==> src/rtl/game_state_ctrl.sv <==
`default_nettype none
// ============================================================================
//  Module   : game_state_ctrl
//  Purpose  : Top-level Flappy Bird game sequencer. Tracks the screen/game
//             state (MENU, PLAY, DEAD, OVER), issues the game reset and flap
//             pulses, gates physics/scroll with run, times the death freeze
//             and the game-over button lockout in video frames, and keeps
//             the best score seen since reset.
//  Ports    :
//    clk         in   system clock (pixel clock domain)
//    rst         in   synchronous, active-high reset
//    frame_tick  in   one-cycle pulse per video frame
//    btn         in   debounced, synchronised button level (1 = pressed)
//    collision   in   collision detector level
//    score       in   current game score [SCORE_W]
//    state       out  00 MENU, 01 PLAY, 10 DEAD, 11 OVER
//    game_rst    out  one-cycle pulse resetting bird, pipes and score
//    run         out  physics/scroll enable, high only in PLAY
//    flap        out  one-cycle flap pulse to bird physics
//    best_score  out  highest score seen since rst [SCORE_W]
//  Revision : 1.0  initial release
// ============================================================================
module game_state_ctrl #(
  parameter int DEAD_FRAMES      = 60,
  parameter int OVER_LOCK_FRAMES = 30,
  parameter int SCORE_W          = 8
) (
  input  logic               clk,
  input  logic               rst,
  input  logic               frame_tick,
  input  logic               btn,
  input  logic               collision,
  input  logic [SCORE_W-1:0] score,
  output logic [1:0]         state,
  output logic               game_rst,
  output logic               run,
  output logic               flap,
  output logic [SCORE_W-1:0] best_score
);

  typedef enum logic [1:0] {
    MENU = 2'b00,
    PLAY = 2'b01,
    DEAD = 2'b10,
    OVER = 2'b11
  } state_t;

  // The frame counter must reach DEAD_FRAMES-1 in DEAD and OVER_LOCK_FRAMES
  // in OVER, so it is sized for the larger of the two.
  localparam int MAX_FRAMES = (DEAD_FRAMES > OVER_LOCK_FRAMES) ? DEAD_FRAMES
                                                               : OVER_LOCK_FRAMES;
  localparam int CNT_W      = (MAX_FRAMES < 2) ? 1 : $clog2(MAX_FRAMES + 1);

  localparam logic [CNT_W-1:0] c_dead_last = CNT_W'(DEAD_FRAMES - 1);
  localparam logic [CNT_W-1:0] c_cnt_max   = '1;

  // Registered state and outputs
  state_t             r_state;
  logic               r_game_rst;
  logic               r_run;
  logic               r_flap;
  logic [SCORE_W-1:0] r_best;
  logic [CNT_W-1:0]   r_cnt;
  logic               r_btn_q;

  // Next-state / next-output terms
  state_t             w_state_nxt;
  logic               w_game_rst_nxt;
  logic               w_flap_nxt;
  logic [SCORE_W-1:0] w_best_nxt;
  logic [CNT_W-1:0]   w_cnt_nxt;
  logic               w_btn_rise;
  logic               w_lock_done;

  // r_btn_q resets to 1 so a button held through reset is not seen as a
  // press; only a genuine low-to-high transition counts.
  assign w_btn_rise = btn & ~r_btn_q;

  // Game-over lockout: with no lockout frames any fresh press is accepted.
  generate
    if (OVER_LOCK_FRAMES == 0) begin : g_lock_none
      assign w_lock_done = 1'b1;
    end else begin : g_lock_cnt
      localparam logic [CNT_W-1:0] c_lock = CNT_W'(OVER_LOCK_FRAMES);
      assign w_lock_done = (r_cnt >= c_lock);
    end
  endgenerate

  // --------------------------------------------------------------------------
  // Next-state and next-output logic
  // --------------------------------------------------------------------------
  always_comb begin
    w_state_nxt    = r_state;
    w_game_rst_nxt = 1'b0;
    w_flap_nxt     = 1'b0;
    w_best_nxt     = r_best;

    case (r_state)
      MENU: begin
        // The start press resets the playfield but does not flap.
        if (w_btn_rise) begin
          w_state_nxt    = PLAY;
          w_game_rst_nxt = 1'b1;
        end
      end

      PLAY: begin
        // Collision takes priority over a simultaneous press.
        if (collision) begin
          w_state_nxt = DEAD;
          if (score > r_best) begin
            w_best_nxt = score;
          end
        end else if (w_btn_rise) begin
          w_flap_nxt = 1'b1;
        end
      end

      DEAD: begin
        // Counter starts at 0 on entry, so the DEAD_FRAMES-th tick leaves.
        if (frame_tick && (r_cnt == c_dead_last)) begin
          w_state_nxt = OVER;
        end
      end

      OVER: begin
        // Presses during the lockout are dropped, not queued.
        if (w_btn_rise && w_lock_done) begin
          w_state_nxt = MENU;
        end
      end

      default: begin
        w_state_nxt = MENU;
      end
    endcase

    // Frame counter: cleared on any transition, otherwise counts frames and
    // saturates so long stays in a state cannot wrap.
    if (w_state_nxt != r_state) begin
      w_cnt_nxt = '0;
    end else if (frame_tick && (r_cnt != c_cnt_max)) begin
      w_cnt_nxt = r_cnt + CNT_W'(1);
    end else begin
      w_cnt_nxt = r_cnt;
    end
  end

  // --------------------------------------------------------------------------
  // State and output registers
  // --------------------------------------------------------------------------
  always_ff @(posedge clk) begin
    if (rst) begin
      r_state    <= MENU;
      r_game_rst <= 1'b0;
      r_run      <= 1'b0;
      r_flap     <= 1'b0;
      r_best     <= '0;
      r_cnt      <= '0;
      r_btn_q    <= 1'b1;
    end else begin
      r_state    <= w_state_nxt;
      r_game_rst <= w_game_rst_nxt;
      r_run      <= (w_state_nxt == PLAY);
      r_flap     <= w_flap_nxt;
      r_best     <= w_best_nxt;
      r_cnt      <= w_cnt_nxt;
      r_btn_q    <= btn;
    end
  end

  assign state      = r_state;
  assign game_rst   = r_game_rst;
  assign run        = r_run;
  assign flap       = r_flap;
  assign best_score = r_best;

endmodule
`default_nettype wire

==> config.mk <==
export PLATFORM = sky130hd
export DESIGN_NAME = game_state_ctrl
export DESIGN_NICKNAME = d
export VERILOG_FILES = /design/src/rtl/game_state_ctrl.sv
export SDC_FILE = /design/constraint.sdc
export NUM_CORES = 1
export LEC_CHECK = 0
export BUFFER_PORTS_ARGS = -buffer_cell sky130_fd_sc_hd__buf_2
export CORE_MARGIN = 2
export CORE_UTILIZATION = 47
export CTS_CLUSTER_DIAMETER = 80
export CTS_CLUSTER_SIZE = 12
export DETAILED_ROUTE_END_ITERATION = 10
export PLACE_DENSITY_LB_ADDON = 0.05
export SYNTH_ARGS = -nofsm -noshare
export SYNTH_HDL_FRONTEND = slang
export SYNTH_SLANG_ARGS = --single-unit
==> constraint.sdc <==
create_clock -name clk -period 1.4 [get_ports clk]
set_input_delay 0.07 -clock clk [delete_from_list [all_inputs] [get_ports clk]]
set_output_delay 0.07 -clock clk [all_outputs]
set_load 0.005 [all_outputs]
==> summary.md, run 1 <==
| Metric | Value |
|---|---|
| Leak | 0.7136 nW |
| Min Hold Slack | 10.17 ps |
| Worst vdd ir | 0.6382 mV |
| Worst Tran Pin Value | 344.6 ps |
| Design Power | 0.001325 W |
| Critical path class | reg -> reg |
| Fin cells | 202 |
| Final ANT Viol Nets | 0 |
| Top area cells in the synthesized netlist | dfxtp_1 36%, ha_1 11%, nand2b_1 9.0%, mux2i_1 7.2%, inv_1 3.4% |
| Post-Synth Simple-Gate Area | roughly 27% |
| Core area | between 2000 and 2500 sq um |
| Cells after synthesis | about 120 |
| Height of the die | 52.62 microns |
| Syn nets | 144 |
| Clk Latency, worst-skew pair | 320 ps |
| Max-cap violations | 0 |
| Vias in the first global route | between 1,000 and 1,500 |
| GRT overflow | 0 |
| Inserted Diodes | 0 |
| Final setup violation count | 16 |
| TritonRoute pass-1 iters | 4 |
| Synthesized area | ~1100 sq um |
| Synth Area in Compound Gates | a little over a tenth |
| Drc violations | 0 |
| First-pass GRT wire length | roughly 4200 microns |
| Critical Path RT | 1640 ps |
| Die ar. | around 2800 sq um |
| Crit. End Element | flip-flop |
| Fin crit period | between 1500 and 2000 ps |
| Fin. Hold Viols | 0 |
| Layout cells sized above 1 | 58.62% |
| Via count | roughly 1,000 |
| Port bufs | 25 |
| Yosys reg bits | 20 |
| Final WL | 2587 microns |
| Unrepaired setup endpoints after global routing | true |
| Startpoint types | flip-flop |
| Largest family of logic cells by synthesized area | simple AND/OR/NAND/NOR gates |
| Unique cell type count in the Yosys netlist | 36 |
| Die X | roughly 53 microns |
| CTS root buf | clkbuf_4 |
| Placed wire-length estimate | 1738 microns |
| Skew final | slightly above 9 ps |
| Final setup TNS | -1779 ps |
| Antenna violations before repair | 0 |
| Dominant cell type by area after synthesis | dfxtp_1 |
| Cells after DPL | 192 |
| CTS Buf Count | 3 |
| Setup ws final | -162.7 ps |
| Vias per std cell | about 5.1 |
| Avg Cell Area, Syn | 9.182 sq um |
| Synth top area share | 36.04% |
| HP Class | in -> reg |
| Crit Path Max Fanout | 8 |
| Synth Warn # | 0 |
| Final nets | 198 |
| Post-Synth XOR/XNOR Area | 2.365% |
| WL/cell | 12.81 microns |
| Crit path DAT | 1800 ps |
| Clock sinks | 20 |
| Fillers | ~170 |
| Power per Cell Area | 763.0 nW/um^2 |
| CTS tree | done |
| Area Growth Syn to Fin | 56.31% |
| Htree depth | 1 |
| Overall routing resource usage | 20.37% |
| Status | complete, but fails checks |
| Ports | 26 |
| Top achievable clock speed | 639.9 MHz |
| Slew HR | 77.03% |
| Sequential area share after synthesis | between 30% and 40% |
| # rows | 17 |
| Clk buf depth | 2 |
| Largest net degree at the start of global routing | 24 |
| DR iter-0 viols | 10 |
| Failing checks | negative setup slack |
| Fin crit share | 111.6% |
| Max-slew violation count | 0 |
| Final GP Congestion | 0.7619 |
| Mux share of post-synthesis cell area | ~7.2% |
| Post-Synth Adder-Cell Area | between 10% and 20% |
| Clk pin slew, worst setup/hold paths | 130 ps |
| Initial Util | between 40 and 50% |
## cells by family (layout without fill, tap and decap cells)
group,count (synthesis),after routing
and+or+nand+nor,52,52
DFF,20,20
AOI/OAI and AO/OA,15,15
buffers and inverters,13,66
adders and majority gates,10,10
muxes,8,8
xor gates and xnor gates,3,3
## power breakdown
group | internal [W] | switching [W] | total, W
Clock | 0.000290 | 0.000197 | 0.000487
Combinational | 0.000130 | 0.000108 | 0.000238
Sequential | 0.000586 | 0.0000138 | 0.000600
## cell usage after synthesis, drive strengths merged
library cell / count
dfxtp: 20
nand2b: 16
ha: 10
inv: 10
nor2: 9
mux2i: 8
nand2: 5
nor3: 5
a21oi: 4
nand4: 4
a211oi: 3
or2: 3
clkbuf: 2
nor2b: 2
o211ai: 2
or2b: 2
xor2: 2
a21boi: 1
a32oi: 1
and3: 1
and4: 1
buf: 1
nand3: 1
nor3b: 1
nor4: 1
nor4b: 1
o2111a: 1
o21a: 1
o21ai: 1
o31a: 1
xnor2: 1
## per-stage QoR
stage	cell area, sq um	worst slack (ps)	util (%)
after floorplan	1139	-151.4	-
after global placement	1438	-325.1	64.37
after detailed placement	1438	-403.7	64.37
after CTS	1600	-262.5	71.65
after global routing	1737	-223.7	77.76
final	1737	-162.7	77.76
## metal layers
layer / GRT usage [%] / vias to the layer above / part of all wire, %
met5: 0 / - / 0
met4: 7.692 / 0 / 1.5
met3: 2.857 / 6 / 3.4
met2: 36.46 / 23 / 51
met1: 24.30 / 479 / 44
li1: - / 523 / -
## sequential cells by signal (all words and copies together) (netlist names)
name and cells:
best_score 8, flap 1, game_rst 1, r_btn_q 1, r_cnt 6, run 1, state 2
## layout make-up
| type | count | area (sq um) | share of cell area, % |
|---|---|---|---|
| Clock buffer | 3 | 22.52 | 1.297 |
| Clock inverter | 1 | 30.03 | 1.729 |
| Inverter | 10 | 37.54 | 2.161 |
| Multi-Input combinational cell | 88 | 858.3 | 49.42 |
| Sequential cell | 20 | 411.6 | 23.70 |
| Tap cell | 28 | 35.03 | 2.017 |
| Timing Repair Buffer | 52 | 341.6 | 19.67 |
## layout by cell type, fill, tap and decap left out, types with 3 or more instances in the layout
cell type | netlist | final
buf_2 | 0 | 25
buf_4 | 0 | 23
nand2b_1 | 16 | 16
dfxtp_1 | 20 | 11
dfxtp_2 | 0 | 9
mux2i_1 | 8 | 8
inv_1 | 10 | 7
ha_4 | 0 | 7
nor2_1 | 8 | 5
nand4_1 | 4 | 4
inv_2 | 0 | 3
a211oi_2 | 0 | 3
nor2_2 | 1 | 3
nor3_1 | 5 | 3
ha_1 | 10 | 3
clkbuf_4 | 0 | 3
buf_6 | 1 | 3
## worst max-delay path: stages, from the launching register on
cell and delay (ps):
dfxtp_2 340, inv_1 80, ha_4 200, a211oi_2 200, nor2_1 80, o31a_4 400
mux2i_1 180
## timing repair
action | in CTS | in global routing
hold buffers | 1 | 0
endpoints found under the setup margin | 16 | 16
setup buffers | 3 | 3
pin swaps | 17 | 16
resized for setup | 20 | 25
endpoints found under the hold margin | 1 | 0
## path summary, 6_finish.rpt
| kind | startpoint | end | slack (ps) | cells after the start |
|---|---|---|---|---|
| worst max-delay path | best_score[5] | best_score[1] | -160 | 6 |
| worst min-delay path | score[7] | best_score[7] | 10 | 3 |
| worst max register to register | best_score[5] | best_score[1] | -160 | 6 |
| worst min register to register | state[1] | game_rst | 560 | 2 |
Power figures use the tool's default switching activity.
==> inputs of run 2 (changes only) <==
--- a/config.mk
+++ b/config.mk
@@ -12,6 +12,7 @@
 export CTS_CLUSTER_SIZE = 12
 export DETAILED_ROUTE_END_ITERATION = 10
 export PLACE_DENSITY_LB_ADDON = 0.05
+export SETUP_SLACK_MARGIN = 0.5
 export SYNTH_ARGS = -nofsm -noshare
 export SYNTH_HDL_FRONTEND = slang
 export SYNTH_SLANG_ARGS = --single-unit
==> constraint.sdc (replaced) <==
create_clock -name clk -period 1.3 [get_ports clk]
set_input_delay 0.065 -clock clk [delete_from_list [all_inputs] [get_ports clk]]
set_output_delay 0.065 -clock clk [all_outputs]
set_load 0.005 [all_outputs]
==> summary.md, run 2 (same netlist as run 1, synthesis figures left out) <==
| Metric | Value |
|---|---|
| Critical path class | reg -> reg |
| FF-to-FF End | best_score[5] |
| Fin. Hold Viols | 0 |
| Finished Core Util | between 80% and 90% |
| Hold Path End | best_score[2] |
| Design Power | 0.001363 W |
| Total length of routed met3 wires | between 90 and 100 microns |
| Via count | approximately 1,100 |
| Crit. End Element | flip-flop |
| Die X | 52.62 microns |
| Vias per std cell | 5.252 |
| CTS root buf | clkbuf_4 |
| Worst r2r path cells | 6 |
| Number of buffers and inverters on the critical path | 1 |
| Crit Path Max Fanout | 8 |
| Unrepaired setup endpoints after global routing | true |
| Worst path slowest cell | o31a_4 |
| Failing checks | negative setup slack |
| Placement Cell Area | 1469 sq um |
| Worst Tran Pin Value | 421.5 ps |
| HP Start | score[2] |
| Drc violations | 0 |
| Skew final | 4.918 ps |
| Cells after DPL | 191 |
| Placed wire-length estimate | about 1700 microns |
| Clk buf depth | 2 |
| Layout cells sized above 1 | between 60 and 70% |
| Largest register FFs | 8 |
| Overall routing resource usage | 21.48% |
| Core area | 2233 sq um |
| Startpoint types | flip-flop |
| GRT overflow | 0 |
| Initial Util | 49.75% |
| Power per Cell Area | a little over 700 nW/um^2 |
| Fin crit share | 123.0% |
| Final ANT Viol Nets | 0 |
| Min Hold Slack | 12.02 ps |
| M1 wire length | around 1200 microns |
| TritonRoute pass-1 iters | 4 |
| Ports | 26 |
| Max-cap violations | 0 |
| Final setup violation count | 17 |
| HP Class | in -> reg |
| R2R setup slack | -300 ps |
| Port bufs | 25 |
| Fin cells | 210 |
| Metal2 WL | 1681 microns |
| Slew HR | 71.90% |
| Vias in the first global route | 1,041 |
| Clk Latency, worst-skew pair | 310 ps |
| Top achievable clock speed | 625.4 MHz |
| Final nets | 206 |
| CTS tree | done |
| Status | complete, but fails checks |
| Crit path cell chain | inv_2, ha_4, a211oi_2, nor2_2, o31a_4, mux2i_1 |
| Fin crit period | 1599 ps |
| Hold Path Cell Cnt | 3 |
| Antenna violations before repair | 0 |
| Htree depth | 1 |
| WL/cell | 14.50 microns |
| Clock sinks | 20 |
| Most common cell after layout, fill and taps aside | buf_6 |
| First-pass GRT wire length | 4353 microns |
| Crit-path leading delay family | compound AO/OA/AOI/OAI gates |
| Area Growth Syn to Fin | 73.54% |
| Setup ws final | -299.1 ps |
| Height of the die | between 50 and 60 microns |
| FF-to-FF Start | best_score[5] |
| CTS Buf Count | 3 |
| Final WL | 3044 microns |
| DR iter-0 viols | 14 |
| Clk pin slew, worst setup/hold paths | 120 ps |
| Largest net degree at the start of global routing | 24 |
| Max-slew violation count | 0 |
| Max incr delay on CP | 400 ps |
| Final Instance Area | 1928 sq um |
| Die ar. | 2769 sq um |
| Critical Path RT | 1530 ps |
| Crit path DAT | 1830 ps |
| Worst vdd ir | around 0.75 mV |
| # rows | 17 |
| DR top layer | met4 |
| Leak | 0.7666 nW |
| Most frequent cells in the layout | 28 x buf_6, 16 x nand2b_1, 16 x buf_4, 15 x buf_2, 10 x dfxtp_2 |
| Final GP Congestion | 0.7757 |
| Inserted Diodes | 0 |
-- run 2: changes by cell type in the layout (fill, tap and decap cells not counted), moves of 3 or more --
cell | before | now
buf_2 | 25 | 15
buf_4 | 23 | 16
buf_6 | 3 | 28
dfxtp_1 | 11 | 7
dfxtp_4 | 0 | 3
-- run 2: report_power, final --
part	internal (W)	switching, W
clock	0.000235	0.000211
combinational	0.000150	0.000120
sequential	0.000630	0.0000170
total	0.00102	0.000348
-- run 2: final cells by class --
cell class,count,area (sq um)
Multi-Input combinational cell,88,863.3
Fill cell,115,305.3
Inverter,10,37.54
Tap cell,28,35.03
Sequential cell,20,424.2
Clock buffer,4,47.55
Timing Repair Buffer,60,520.5
-- run 2: through the flow --
stage               setup slack (ps)  setup TNS [ps]
finish                        -299.1           -3521
global route                  -372.5           -4692
CTS                           -339.2           -3799
detailed placement            -484.2           -4767
global placement              -418.2           -4192
floorplan                     -251.4           -2156
-- run 2: worst max-delay path by stage --
stage | cells past startpoint | endpoint | start | slack [ps]
detailed placement | 7 | best_score[4] | best_score[1] | -480
global placement | 7 | best_score[1] | best_score[1] | -420
global route | 6 | best_score[5] | best_score[5] | -370
floorplan | 8 | best_score[1] | best_score[1] | -250
CTS | 7 | best_score[1] | best_score[1] | -340
finish | 6 | best_score[5] | best_score[5] | -300
-- run 2: worst min-delay path, stage by stage --
cell,delay [ps]
buf_2,110
nand2b_1,60
mux2i_1,60
-- run 2: metal layers --
layer | GRT usage, % | up-vias
li1 | - | 540
met1 | 23.86 | 522
met2 | 39.17 | 36
met3 | 2.857 | 5
met4 | 11.11 | 0
met5 | 0 | -
-- run 2: what timing repair did --
action / 4_1_cts / 5_1_grt
resized for setup: 42 / 23
hold buffers: 1 / 0
endpoints found under the setup margin: 32 / 32
setup buffers: 7 / 7
pin swaps: 5 / 16
hold endpoints to repair: 1 / 0
